**src/rtl/ifetch_stage_pkg.sv**
```systemverilog
// Shared widths, FSM encoding and helpers for the instruction fetch stage.
package ifetch_stage_pkg;

  localparam int ADDR_W_DEF     = 8;
  localparam int INSTR_W_DEF    = 16;
  localparam int FIFO_DEPTH_DEF = 2;

  typedef enum logic [1:0] {
    FS_IDLE    = 2'd0,
    FS_REQ     = 2'd1,
    FS_DISCARD = 2'd2
  } fs_state_e;

  // Occupancy counter needs one extra bit so that "full" is representable.
  function automatic int cnt_width(input int depth);
    return $clog2(depth) + 1;
  endfunction

endpackage

```
**src/rtl/ifetch_stage_if.sv**
```systemverilog
// Fetch-stage bundle: imem req/ack port, redirect input and the valid/ready instruction output.
interface ifetch_stage_if
  import ifetch_stage_pkg::*;
#(
  parameter int ADDR_W  = ADDR_W_DEF,
  parameter int INSTR_W = INSTR_W_DEF
) ();

  logic               fetch_en;
  logic               imem_req;
  logic [ADDR_W-1:0]  imem_addr;
  logic               imem_ack;
  logic [INSTR_W-1:0] imem_rdata;
  logic               redirect;
  logic [ADDR_W-1:0]  redirect_pc;
  logic               ir_valid;
  logic               ir_ready;
  logic [INSTR_W-1:0] ir_instr;
  logic [ADDR_W-1:0]  ir_pc;

  modport master (
    input  fetch_en, imem_ack, imem_rdata, redirect, redirect_pc, ir_ready,
    output imem_req, imem_addr, ir_valid, ir_instr, ir_pc
  );

  modport slave (
    output fetch_en, imem_ack, imem_rdata, redirect, redirect_pc, ir_ready,
    input  imem_req, imem_addr, ir_valid, ir_instr, ir_pc
  );

endinterface

```
**src/rtl/ifetch_stage_fifo.sv**
```systemverilog
// Prefetch FIFO: registered push, head visible the cycle after push, flush clears in one cycle.
// When empty the output holds the last head shown rather than exposing stale storage.
module ifetch_stage_fifo
  import ifetch_stage_pkg::*;
#(
  parameter int DEPTH = FIFO_DEPTH_DEF,
  parameter int WIDTH = ADDR_W_DEF + INSTR_W_DEF
) (
  input  logic                     clk,
  input  logic                     n_rst,
  input  logic                     push_i,
  input  logic [WIDTH-1:0]         push_dat_i,
  input  logic                     pop_i,
  input  logic                     flush_i,
  output logic [WIDTH-1:0]         dout_o,
  output logic [$clog2(DEPTH):0]   count_o,
  output logic                     empty_o
);

  localparam int PTR_W = $clog2(DEPTH);
  localparam int CNT_W = cnt_width(DEPTH);

  logic [WIDTH-1:0] mem_q [DEPTH];
  logic [PTR_W-1:0] wr_ptr_q;
  logic [PTR_W-1:0] rd_ptr_q;
  logic [CNT_W-1:0] count_q;
  logic [WIDTH-1:0] hold_q;
  logic [WIDTH-1:0] head;

  assign head    = mem_q[rd_ptr_q];
  assign empty_o = (count_q == '0);
  assign count_o = count_q;
  assign dout_o  = empty_o ? hold_q : head;

  always_ff @(posedge clk or negedge n_rst) begin
    if (!n_rst) begin
      wr_ptr_q <= '0;
      rd_ptr_q <= '0;
      count_q  <= '0;
      hold_q   <= '0;
      for (int i = 0; i < DEPTH; i++) begin
        mem_q[i] <= '0;
      end
    end else begin
      if (!empty_o) begin
        hold_q <= head;
      end
      if (flush_i) begin
        wr_ptr_q <= '0;
        rd_ptr_q <= '0;
        count_q  <= '0;
      end else begin
        if (push_i) begin
          mem_q[wr_ptr_q] <= push_dat_i;
          wr_ptr_q        <= wr_ptr_q + 1'b1;
        end
        if (pop_i) begin
          rd_ptr_q <= rd_ptr_q + 1'b1;
        end
        unique case ({push_i, pop_i})
          2'b10:   count_q <= count_q + CNT_W'(1);
          2'b01:   count_q <= count_q - CNT_W'(1);
          default: count_q <= count_q;
        endcase
      end
    end
  end

endmodule

```
**src/rtl/ifetch_stage.sv**
```systemverilog
// Instruction fetch: owns the PC, one outstanding imem request, words buffered in a prefetch FIFO.
// Ack in cycle N shows on ir_* in N+1; no request is issued while the FIFO is full.
module ifetch_stage
  import ifetch_stage_pkg::*;
#(
  parameter int                ADDR_W     = ADDR_W_DEF,
  parameter int                INSTR_W    = INSTR_W_DEF,
  parameter logic [ADDR_W-1:0] RESET_PC   = '0,
  parameter int                FIFO_DEPTH = FIFO_DEPTH_DEF
) (
  input  logic          clk,
  input  logic          n_rst,
  ifetch_stage_if.master bus
);

  localparam int CNT_W = cnt_width(FIFO_DEPTH);
  localparam int ENT_W = ADDR_W + INSTR_W;

  fs_state_e         state_q, state_d;
  logic [ADDR_W-1:0] pc_q, pc_d;
  logic              req_q, req_d;
  logic [ADDR_W-1:0] addr_q, addr_d;

  logic              push;
  logic              pop;
  logic              flush;
  logic              room;
  logic [CNT_W-1:0]  count;
  logic              empty;
  logic [ENT_W-1:0]  dout;

  // Room is judged on the current count only; the single outstanding request
  // therefore always has its slot reserved when the ack arrives.
  assign room = (count < CNT_W'(FIFO_DEPTH));

  always_ff @(posedge clk or negedge n_rst) begin
    if (!n_rst) begin
      state_q <= FS_IDLE;
    end else begin
      state_q <= state_d;
    end
  end

  always_comb begin
    state_d = state_q;
    unique case (state_q)
      FS_IDLE: begin
        if (!bus.redirect && bus.fetch_en && room) begin
          state_d = FS_REQ;
        end
      end
      FS_REQ: begin
        if (bus.imem_ack) begin
          state_d = FS_IDLE;
        end else if (bus.redirect) begin
          state_d = FS_DISCARD;
        end
      end
      FS_DISCARD: begin
        if (bus.imem_ack) begin
          state_d = FS_IDLE;
        end
      end
      default: state_d = FS_IDLE;
    endcase
  end

  always_comb begin
    flush  = bus.redirect;
    pop    = bus.ir_valid && bus.ir_ready;
    push   = (state_q == FS_REQ) && bus.imem_ack && !bus.redirect;
    req_d  = (state_d != FS_IDLE);
    addr_d = addr_q;
    pc_d   = pc_q;
    if ((state_q == FS_IDLE) && (state_d == FS_REQ)) begin
      addr_d = pc_q;
    end
    if (bus.redirect) begin
      pc_d = bus.redirect_pc;
    end else if (push) begin
      pc_d = pc_q + ADDR_W'(1);
    end
  end

  always_ff @(posedge clk or negedge n_rst) begin
    if (!n_rst) begin
      pc_q   <= RESET_PC;
      req_q  <= 1'b0;
      addr_q <= RESET_PC;
    end else begin
      pc_q   <= pc_d;
      req_q  <= req_d;
      addr_q <= addr_d;
    end
  end

  ifetch_stage_fifo #(
    .DEPTH (FIFO_DEPTH),
    .WIDTH (ENT_W)
  ) u_fifo (
    .clk        (clk),
    .n_rst      (n_rst),
    .push_i     (push),
    .push_dat_i ({addr_q, bus.imem_rdata}),
    .pop_i      (pop),
    .flush_i    (flush),
    .dout_o     (dout),
    .count_o    (count),
    .empty_o    (empty)
  );

  assign bus.imem_req          = req_q;
  assign bus.imem_addr         = addr_q;
  assign bus.ir_valid          = !empty;
  assign {bus.ir_pc, bus.ir_instr} = dout;

  a_addr_stable: assert property (@(posedge clk) disable iff (!n_rst)
    (bus.imem_req && !bus.imem_ack) |=> (bus.imem_req && $stable(bus.imem_addr)));

  a_push_room: assert property (@(posedge clk) disable iff (!n_rst)
    push |-> room);

endmodule

```
**src/flat_wrapper.sv**
```systemverilog
// flat-port wrapper written by rule: the top's interface ports become plain ports
module ifetch_stage_flat import ifetch_stage_pkg::*;
#(
  parameter int                ADDR_W     = ADDR_W_DEF,
  parameter int                INSTR_W    = INSTR_W_DEF,
  parameter logic [ADDR_W-1:0] RESET_PC   = '0,
  parameter int                FIFO_DEPTH = FIFO_DEPTH_DEF
)
  (clk, n_rst, bus_fetch_en, bus_imem_ack, bus_imem_rdata, bus_redirect, bus_redirect_pc, bus_ir_ready, bus_imem_req, bus_imem_addr, bus_ir_valid, bus_ir_instr, bus_ir_pc);
  ifetch_stage_if #(.ADDR_W(ADDR_W), .INSTR_W(INSTR_W)) bus_i ();
  input  logic clk;
  input  logic n_rst;
  input wire logic [$bits(bus_i.fetch_en)-1:0] bus_fetch_en;
  input wire logic [$bits(bus_i.imem_ack)-1:0] bus_imem_ack;
  input wire logic [$bits(bus_i.imem_rdata)-1:0] bus_imem_rdata;
  input wire logic [$bits(bus_i.redirect)-1:0] bus_redirect;
  input wire logic [$bits(bus_i.redirect_pc)-1:0] bus_redirect_pc;
  input wire logic [$bits(bus_i.ir_ready)-1:0] bus_ir_ready;
  output wire logic [$bits(bus_i.imem_req)-1:0] bus_imem_req;
  output wire logic [$bits(bus_i.imem_addr)-1:0] bus_imem_addr;
  output wire logic [$bits(bus_i.ir_valid)-1:0] bus_ir_valid;
  output wire logic [$bits(bus_i.ir_instr)-1:0] bus_ir_instr;
  output wire logic [$bits(bus_i.ir_pc)-1:0] bus_ir_pc;
  assign bus_i.fetch_en = bus_fetch_en;
  assign bus_i.imem_ack = bus_imem_ack;
  assign bus_i.imem_rdata = bus_imem_rdata;
  assign bus_i.redirect = bus_redirect;
  assign bus_i.redirect_pc = bus_redirect_pc;
  assign bus_i.ir_ready = bus_ir_ready;
  assign bus_imem_req = bus_i.imem_req;
  assign bus_imem_addr = bus_i.imem_addr;
  assign bus_ir_valid = bus_i.ir_valid;
  assign bus_ir_instr = bus_i.ir_instr;
  assign bus_ir_pc = bus_i.ir_pc;
  ifetch_stage #(.ADDR_W(ADDR_W), .INSTR_W(INSTR_W), .RESET_PC(RESET_PC), .FIFO_DEPTH(FIFO_DEPTH)) u_core (.clk(clk), .n_rst(n_rst), .bus(bus_i));
endmodule
```
**config.mk**
```make
export PLATFORM = sky130hd
export DESIGN_NAME = ifetch_stage_flat
export DESIGN_NICKNAME = d
export VERILOG_FILES = /design/src/rtl/ifetch_stage_pkg.sv /design/src/rtl/ifetch_stage_if.sv /design/src/rtl/ifetch_stage_fifo.sv /design/src/rtl/ifetch_stage.sv /design/src/flat_wrapper.sv
export SDC_FILE = /design/constraint.sdc
export NUM_CORES = 1
export LEC_CHECK = 0
export CAP_MARGIN = 10
export CELL_PAD_IN_SITES_DETAIL_PLACEMENT = 1
export CELL_PAD_IN_SITES_GLOBAL_PLACEMENT = 2
export CORE_ASPECT_RATIO = 1.1
export CORE_MARGIN = 5
export CORE_UTILIZATION = 35
export CTS_BUF_LIST = sky130_fd_sc_hd__clkbuf_2
export CTS_CLUSTER_DIAMETER = 200
export DETAILED_ROUTE_END_ITERATION = 16
export HOLD_SLACK_MARGIN = 0.1
export PLACE_DENSITY_LB_ADDON = 0.1
export REMOVE_ABC_BUFFERS = 1
export SYNTH_ARGS = -nofsm -noshare
export SYNTH_HDL_FRONTEND = slang
export SYNTH_SLANG_ARGS = --single-unit
```
**constraint.sdc**
```tcl
create_clock -name clk -period 3.6 [get_ports clk]
set_clock_uncertainty 0.1 [all_clocks]
set_input_delay 0.72 -clock clk [delete_from_list [all_inputs] [get_ports clk]]
set_output_delay 0.72 -clock clk [all_outputs]
set_load 0.1 [all_outputs]
```
==> results.cfg <==
[synth]
yosysSeqAreaShare_pct = 58.0
synth_area_per_cell_um2 = 13.2
synth_area_um2 = 4100
synth_cell_type_count = 40
synth_warnings = 0
ys_seq_elements = 95
synth_top_area_share_pct = 58.0
synth.top_cells.by_area = dfrtp_1 58%, mux2_2 9.9%, mux2_4 7.3%, mux2i_1 6.1%, a21oi_1 3.2%
synth-edff-count = 0
async_flop_share_pct = 100
synthFlopType = dfrtp_1
syn_inst = 311
yosys.area.top_type = dfrtp_1

[critical_path]
start_kind = flip-flop
cp-end-kind = primary output
required_ps = 2780
crit_path_max_fanout = 49
setup.worst_path.class = reg -> out
critPathArrivalTime_ps = 2220

[global_routing]
grt_pass1_vias = 2836
grt_usage_pct = 13.7
grt_max_degree = 63
antenna_found_initial = 0
grt_first_pass_wirelength_um = 14900
gr-total-overflow = 0

[place]
dp_hpwl_um = 5870
place.port_buffers = 63
postPlaceCellArea_um2 = 4760
globalplace.congestion = 0.704
dp.cells = 509

[sta]
tightest_slew_ps = 979
fin_crit_ps = 3040
maxSlewViolCount = 0
rsz0062_at_grt = false
setup_viol = 0
hold_viol = 0
slew_headroom_pct = 34.5
min_period_over_period_pct = 84.5
max_freq_ghz = 0.329

[clock_network]
cts_buffers = 9
clk-insertion-delay-late_ps = 540
post-cts-setup-buffers = 0
clock_sinks = 95
clock-root-buffer = clkbuf_2
cts_htree_levels = 3
cts_buffer_depth = 2
cts_tree = done
cts.reportedPaths.clkPinSlew_ps = 220

[routing]
drt-pass1-iter-count = 4
post-route-drc-count = 0
avgRoutedWirePerCell_um = 17.1
routed_via_density = 4.91
wl_um = 8930
antenna_left = 0
dr.first_iter.drc_count = 80
vias = 2570

[outcome]
status = completed

[flow_run]
maxCapViolations = 0

[floorplan]
initial_core_util_pct = 35.7
die_w_um = 113
die-area_um2 = 14000
core_area_um2 = 11500
rows = 41
ioPinCount = 64
die_y_um = 123

[cells_and_area]
fillers = 1247
seqCellArea_um2 = 2380
multi_input_area_um2 = 1600
finalNetCount = 401
n_antenna_cell = 0
fin_util_pct = 42.3
area_growth_pct = 18.5
finalInstanceArea_um2 = 4860
drive_gt1_share_pct = 30.8
final_cells = 523

[power_and_ir_drop]
leakagePower_nw = 2.15
power_density_nw_per_um2 = 828
ir_drop_mv = 0.399

[worst_hold_path]
hold_path_class = in -> async
-- cells in the final DEF, fill, tap and decap left out, drive strengths merged, types with 5 or more instances in the layout --
cell type,instances
dfrtp,95
nand3,6
nand2,8
buf,39
o21ai,6
or4,5
a21oi,26
nor2,28
clkdlybuf4s50,29
mux2i,25
clkbuf,12
mux2,56
-- stage by stage --
step / setup TNS (ps) / setup slack, ps / total power, mW / hold WS (ps)
final: 0 / 559 / 4.02 / 138
after global routing: 0 / 283 / 4.23 / 125
after CTS: 0 / 151 / 4.09 / 116
after detailed placement: 0 / 580 / 3.58 / 393
after global placement: 0 / 631 / 3.54 / 388
after floorplan: -1620 / -67.3 / 3.13 / 324
-- final timing paths --
kind / endpoint / slack, ps / depth (start not counted) / from
worst min register to register: u_core.u_fifo.mem_q[30] / 440 / 1 / u_core.u_fifo.mem_q[30]
max in group asynchronous: u_core.u_fifo.mem_q[22] / 2590 / 2 / n_rst
worst min-delay path: u_core.u_fifo.hold_q[3] / 140 / 1 / n_rst
worst max-delay path: bus_ir_pc[6] / 560 / 4 / u_core.u_fifo.count_o[1]
min in group clk: u_core.u_fifo.mem_q[30] / 440 / 1 / u_core.u_fifo.mem_q[30]
worst max register to register: u_core.u_fifo.mem_q[4] / 1430 / 3 / u_core.state_q[0]
-- report_power, final --
part,internal (mW),switching (mW)
logic,0.499,1.49
registers,1.38,0.161
clock network,0.160,0.333
total,2.04,1.98
-- repair_timing --
| item | 4_1_cts | 5_1_grt |
|---|---|---|
| hold endpoints to repair | 0 | 0 |
| gates resized for setup | 0 | 1 |
| endpoints found under the setup margin | 0 | 2 |
| hold buffers | 0 | 0 |
-- logic make-up (layout without fill, tap and decap cells) --
family,Yosys count,after routing,synth area share (%)
flip-flops,95,95,58.0
adder cells (fa/ha/maj),1,1,0.305
AO/OA/AOI/OAI,40,40,5.31
AND/OR/NAND/NOR,68,68,8.73
XOR/XNOR,5,5,1.07
buffers and inverters,21,83,3.24
multiplexers,81,81,23.3
-- final cells by class --
cell class	instances	share of cell area (%)
inverter	1	0.0773
sequential	95	49.0
timing repair buffer	68	12.3
multi-input combinational	195	32.9
clock buffer	12	1.24
clock inverter	2	0.696
tap	150	3.86
-- metal layers --
| layer | wire (µm) | GRT usage [%] |
|---|---|---|
| met5 | 0 | 0 |
| met1 | 4270 | 18.1 |
| met4 | 116 | 4.51 |
| met3 | 394 | 3.92 |
| met2 | 4140 | 21.9 |
-- critical path, cell delays in order (launching register included) --
cell     delay (ps)
dfrtp_1         480
or2_4           510
nor2_1           80
a21oi_1         240
buf_4           340
-- flip-flops by register name (all words and copies together) (netlist names) --
register,count
u_core.pc_q,8
u_core.u_fifo.rd_ptr_q,1
u_core.u_fifo.hold_q,24
u_core.u_fifo.wr_ptr_q,1
u_core.u_fifo.mem_q,48
u_core.state_q,2
u_core.u_fifo.count_o,2
u_core.bus.imem_req,1
u_core.bus.imem_addr,8
-- synth_stat cells (3+ instances only) --
library cell	number
dfrtp_1	95
mux2_2	36
nor2_1	28
a21oi_1	26
mux2i_1	25
mux2_4	20
clkbuf_1	10
nand2_1	8
nand3_1	6
o21ai_0	6
buf_2	5
or4_1	5
o211ai_1	3
xnor2_1	3
Note: power is estimated with default switching activity, not from simulation.
==> patch 1 (config.mk and constraints unchanged) <==
The 3 states of `fs_state_e` get a one-hot encoding in 3 bits.
--- a/src/rtl/ifetch_stage_pkg.sv
+++ b/src/rtl/ifetch_stage_pkg.sv
@@ -5,10 +5,10 @@
   localparam int INSTR_W_DEF    = 16;
   localparam int FIFO_DEPTH_DEF = 2;
 
-  typedef enum logic [1:0] {
-    FS_IDLE    = 2'd0,
-    FS_REQ     = 2'd1,
-    FS_DISCARD = 2'd2
+  typedef enum logic [2:0] {
+    FS_IDLE    = 3'b001,
+    FS_REQ     = 3'b010,
+    FS_DISCARD = 3'b100
   } fs_state_e;
 
   // Occupancy counter needs one extra bit so that "full" is representable.
Behaviour: no difference found for any inputs over 4 cycles, from zero or initial values and one cycle with n_rst low; so few cycles prove little.
==> patch 1 against the unedited design <==
Area after synthesis up 1.2%; first-iteration DRC count down 7.5%; sequential cell count up 1; global-route usage down 0.62 points; setup slack worse by 62 ps; final area up 1.1%; non-clock buffer count down 1; power down 15%; routed wire length down 1.7%.
==> patch 1: results (changes against the unedited design) <==
* Status: completed
* CP max FO at 25 (-49%)
* Non-Filler Instances at 528 (+0.96%)
* Leading cell types by count after synthesis: 95 x dfrtp_1, 35 x mux2_2, 33 x nor2_1, 27 x a21oi_1, 25 x mux2i_1
* Largest net degree at the start of global routing at 82 (+30%)
* Synth area leaders: dfrtp_1 57%, mux2_2 9.5%, mux2_4 7.2%, mux2i_1 6.0%, a21oi_1 3.3%
* Routed wl met2 at 4.12 mm (-0.63%)
* Drt initial violations at 74 (-7.5%)
* Wl on met1 at 4.22 mm (-1.3%)
* Worst-margin pin slew at 1050 ps (+66.2 ps)
* Initial antenna violation count at 0 (unchanged)
* GP Congestion at 0.738 (+4.9%)
* # nets final at 406 (+1.2%)
* Static leakage at 2.22 nW (+3.5%)
* DR vias at 2592 (+0.86%)
* Global-route wire length before repair at 14.6 mm (-2.1%)
* Overall global routing resource usage at 13.1% (-0.62 points)
* Vias in the first global route at 2846 (+0.35%)
* Distinct cells, synth at 43 (+7.5%)
* TritonCTS buffer count at 9 (unchanged)
* Final HPWL DP at 5.84 mm (-0.47%)
* Sw frac at 48.3% (-1.0 points)
* Worst path slowest cell: dfrtp_2
* WL met3 at 283 µm (-28%)
* DP Area at 4810 µm² (+1.1%)
* Share of cells above drive strength 1 at 29.9% (-0.94 points)
* Worst vdd ir at 0.000284 V (-29%)
* Wire per inst at 16.6 µm (-2.7%)
* Htree depth at 3 (unchanged)
* Fillers at 1242 (-0.40%)
[patch 1: critical path: cells and delay by family (launching register included)]
family | cells | cell delay [ps]
DFF | 1 | 960
buffers and inverters | 1 | 340
AOI/OAI and AO/OA | 1 | 260
muxes | 1 | 170
[patch 1: logic make-up (layout without fill, tap and decap cells)]
group	after synthesis	count (layout)	synth area share (%)
buf+inv	19	83	2.62
simple gates	67	67	9.02
compound gates	47	47	6.43
flops	96	96	57.9
mux	81	81	23.0
fa+ha+maj	1	1	0.302
xor+xnor	3	3	0.634
[patch 1: area by class of cell]
class                           instances  share of cell area [%]
Sequential cell                        96                    49.0
Multi-Input combinational cell        199                    33.4
Timing Repair Buffer                   67                    11.7
Tap cell                              150                    3.82
Clock buffer                           10                    1.02
Clock inverter                          4                   0.968
Inverter                                2                   0.153
[patch 1: per-layer routing]
metal	up-vias	GRT usage, %
li1	1237	-
met1	1298	17.7
met2	45	20.9
met3	12	2.24
met4	0	5.57
met5	-	0
[patch 1: what timing repair did]
item,CTS,global route
gates resized for setup,0,1
setup endpoints to repair,0,1
hold endpoints to repair,0,0
[patch 1: stage by stage]
stage	TNS, ps	utilization, %	total power, mW	worst slack [ps]	hold slack, ps
6_report	0	42.5	3.42	497	220
2_1_floorplan	-1610	-	2.61	-67.0	324
3_3_place_gp	0	41.7	2.95	702	370
5_1_grt	0	42.5	3.59	264	233
4_1_cts	0	42.5	3.48	172	214
3_5_place_dp	0	41.7	2.97	649	379
[patch 1: power by group through the flow]
| stage | registers (mW) | logic [mW] | clock network [mW] |
|---|---|---|---|
| floorplan | 1.56 | 1.04 | 0 |
| global placement | 1.39 | 1.55 | 0 |
| detailed placement | 1.40 | 1.57 | 0 |
| CTS | 1.38 | 1.57 | 0.528 |
| global route | 1.40 | 1.62 | 0.567 |
| finish | 1.38 | 1.55 | 0.494 |
[patch 1: final timing paths]
path                                           end                    start  slack [ps]
max                                bus_ir_instr[3]   u_core.u_fifo.rd_ptr_q         500
min reg2reg                u_core.u_fifo.mem_q[27]  u_core.u_fifo.mem_q[27]         420
min                        u_core.u_fifo.hold_q[5]                    n_rst         220
max reg2reg                u_core.u_fifo.mem_q[18]        u_core.state_q[2]        1390
min in group clk           u_core.u_fifo.mem_q[27]  u_core.u_fifo.mem_q[27]         420
max in group asynchronous  u_core.u_fifo.mem_q[20]                    n_rst        2410
==> patch 2 (same settings) <==
Made on the original files. Change the package constant `INSTR_W_DEF` from 16 to 32.
--- a/src/rtl/ifetch_stage_pkg.sv
+++ b/src/rtl/ifetch_stage_pkg.sv
@@ -2,7 +2,7 @@
 package ifetch_stage_pkg;
 
   localparam int ADDR_W_DEF     = 8;
-  localparam int INSTR_W_DEF    = 16;
+  localparam int INSTR_W_DEF    = 32;
   localparam int FIFO_DEPTH_DEF = 2;
 
   typedef enum logic [1:0] {
Interface: changed (resized bus_imem_rdata and bus_ir_instr); port bits go from 64 to 96. The function was not compared with the original's and may differ.
==> patch 2 against the unedited design <==
Fmax down 9.2%; cell count is 46% higher; sequential cell count increased by 48; area after synthesis rose by 46%; die area grew 41%; routed wire length rose by 55%; setup slack worse by 310 ps; power grew 83%; final area grew 62%; clock power increased to 2.7 times the old value; first-iteration DRC count rose by 68%; count of clock-buffer cells in the layout grew 5; largest cell class unchanged; critical endpoint is now bus_ir_pc[3].
==> patch 2: results (changes against the unedited design) <==
* Worst Hold Class: reg -> reg
* Wire per inst at 18.1 µm (+6.0%)
* Reg2reg path depth at 3 (unchanged)
* Bufs w/o clock at 103 (+51%)
* Overall global routing resource usage at 14.6% (+0.83 points)
* Non-Filler Instances at 765 (+46%)
* Mux cell area share after synthesis at 23.5% (+0.16 points)
* Global-route wire length before repair at 22.5 mm (+51%)
* Worst reg-to-reg setup slack at 1540 ps (+110 ps)
* Clock Latency Late Sink at 700 ps (+160 ps)
* Compound-Gate Fraction of Synth Area at 5.33% (+0.013 points)
* Drt initial violations at 134 (+68%)
* Synth Area in XOR/XNOR at 0.734% (-0.33 points)
* Status: completed
* Initial antenna violation count at 2 (+2)
* Largest net degree at the start of global routing at 88 (+40%)
* # clk buffers at 17 (+5)
* # nets final at 590 (+47%)
* Post-cts resize count at 1 (+1)
* Biggest regs: u_core.u_fifo.mem_q x80, u_core.u_fifo.hold_q x40
* Worst r2r src: u_core.state_q[1]
* Htree depth at 4 (+1)
* Hold depth at 1
* IO Port Bufs at 95 (+51%)
* Routed Antenna Nets at 0 (unchanged)
* Worst R2R End: u_core.u_fifo.mem_q[70]
* Multi-input gates at 277 (+42%)
* DP Area at 7450 µm² (+57%)
* Crit path DAT at 2530 ps (+310 ps)
* Placed Cells at 730 (+43%)
* Final HPWL DP at 8.85 mm (+51%)
* Clock-cell share of area at 4.78% (+2.8 points)
* Post-synthesis sequential area ratio at 60.0% (+2.0 points)
* Fraction of area in registers at 45.6% (-3.4 points)
* Hold slack at 412 ps (+274 ps)
* Fillers at 1744 (+40%)
* Clock sinks at 143 (+51%)
* Place WS at 626 ps (+46.7 ps)
* Ant. Diodes at 1 (+1)
* NonClk Buf Share at 18.4% (+6.1 points)
* Synth area leaders: dfrtp_1 60%, mux2_2 8.5%, mux2_1 8.1%, mux2i_1 6.9%, a21oi_1 3.5%
* Share of cells above drive strength 1 at 25.5% (-5.3 points)
* Hold-fix buffers, CTS at 1 (+1)
* Clk slew on worst S/H paths at 200 ps (-20 ps)
* Distinct cells, synth at 41 (+2.5%)
* Mapped cell area at 5970 µm² (+46%)
* Vias in the first global route at 4298 (+52%)
* Footprint of the multi-input gates at 2190 µm² (+37%)
* Post-synthesis adder-cell area fraction at 0.210% (-0.096 points)
==> patch 2: cell count changes in the layout (fill, tap and decap cells not counted), moves of 7 or more <==
cell and change:
dfrtp_1 +47, nor2_1 +18, mux2_4 -20, buf_4 -27, clkdlybuf4s50_1 +16, mux2_1 +43, mux2_2 +9, buf_12 +43
a21oi_1 +15, bufinv_16 +7, mux2i_1 +16
==> patch 2: cells by family after synthesis <==
logic type,after synthesis
DFF,143
muxes,129
and+or+nand+nor,82
AOI/OAI and AO/OA,59
buffers and inverters,29
xor gates and xnor gates,5
adders and majority gates,1
==> patch 2: worst max path at each step <==
stage / from / end / slack [ps] / cells after the start
finish: u_core.u_fifo.count_o[0] / bus_ir_pc[3] / 250 / 5
global route: u_core.u_fifo.count_o[0] / bus_ir_pc[3] / -2 / 5
CTS: u_core.u_fifo.count_o[1] / bus_ir_instr[30] / 50 / 5
detailed placement: bus_imem_ack / u_core.u_fifo.mem_q[56] / 630 / 4
global placement: bus_imem_ack / u_core.u_fifo.mem_q[61] / 680 / 4
floorplan: u_core.u_fifo.rd_ptr_q / bus_ir_instr[0] / -450 / 2
==> patch 2: power by group <==
| group | internal, mW | switching [mW] |
|---|---|---|
| combinational | 1.25 | 2.45 |
| clock | 0.732 | 0.590 |
| sequential | 2.09 | 0.226 |
==> patch 2: critical path, stage by stage (launching register included) <==
cell and delay, ps:
dfrtp_1 550, or2_4 320, buf_4 330, nor2_1 70, a21oi_1 310, buf_12 230
==> patch 2: layer usage <==
metal | wire length, µm | track usage [%] | vias up
met5 | 0 | 0 | -
met4 | 211 | 5.09 | 0
met3 | 468 | 4.08 | 13
met2 | 6700 | 23.7 | 74
met1 | 6460 | 18.7 | 1943
li1 | - | - | 1774
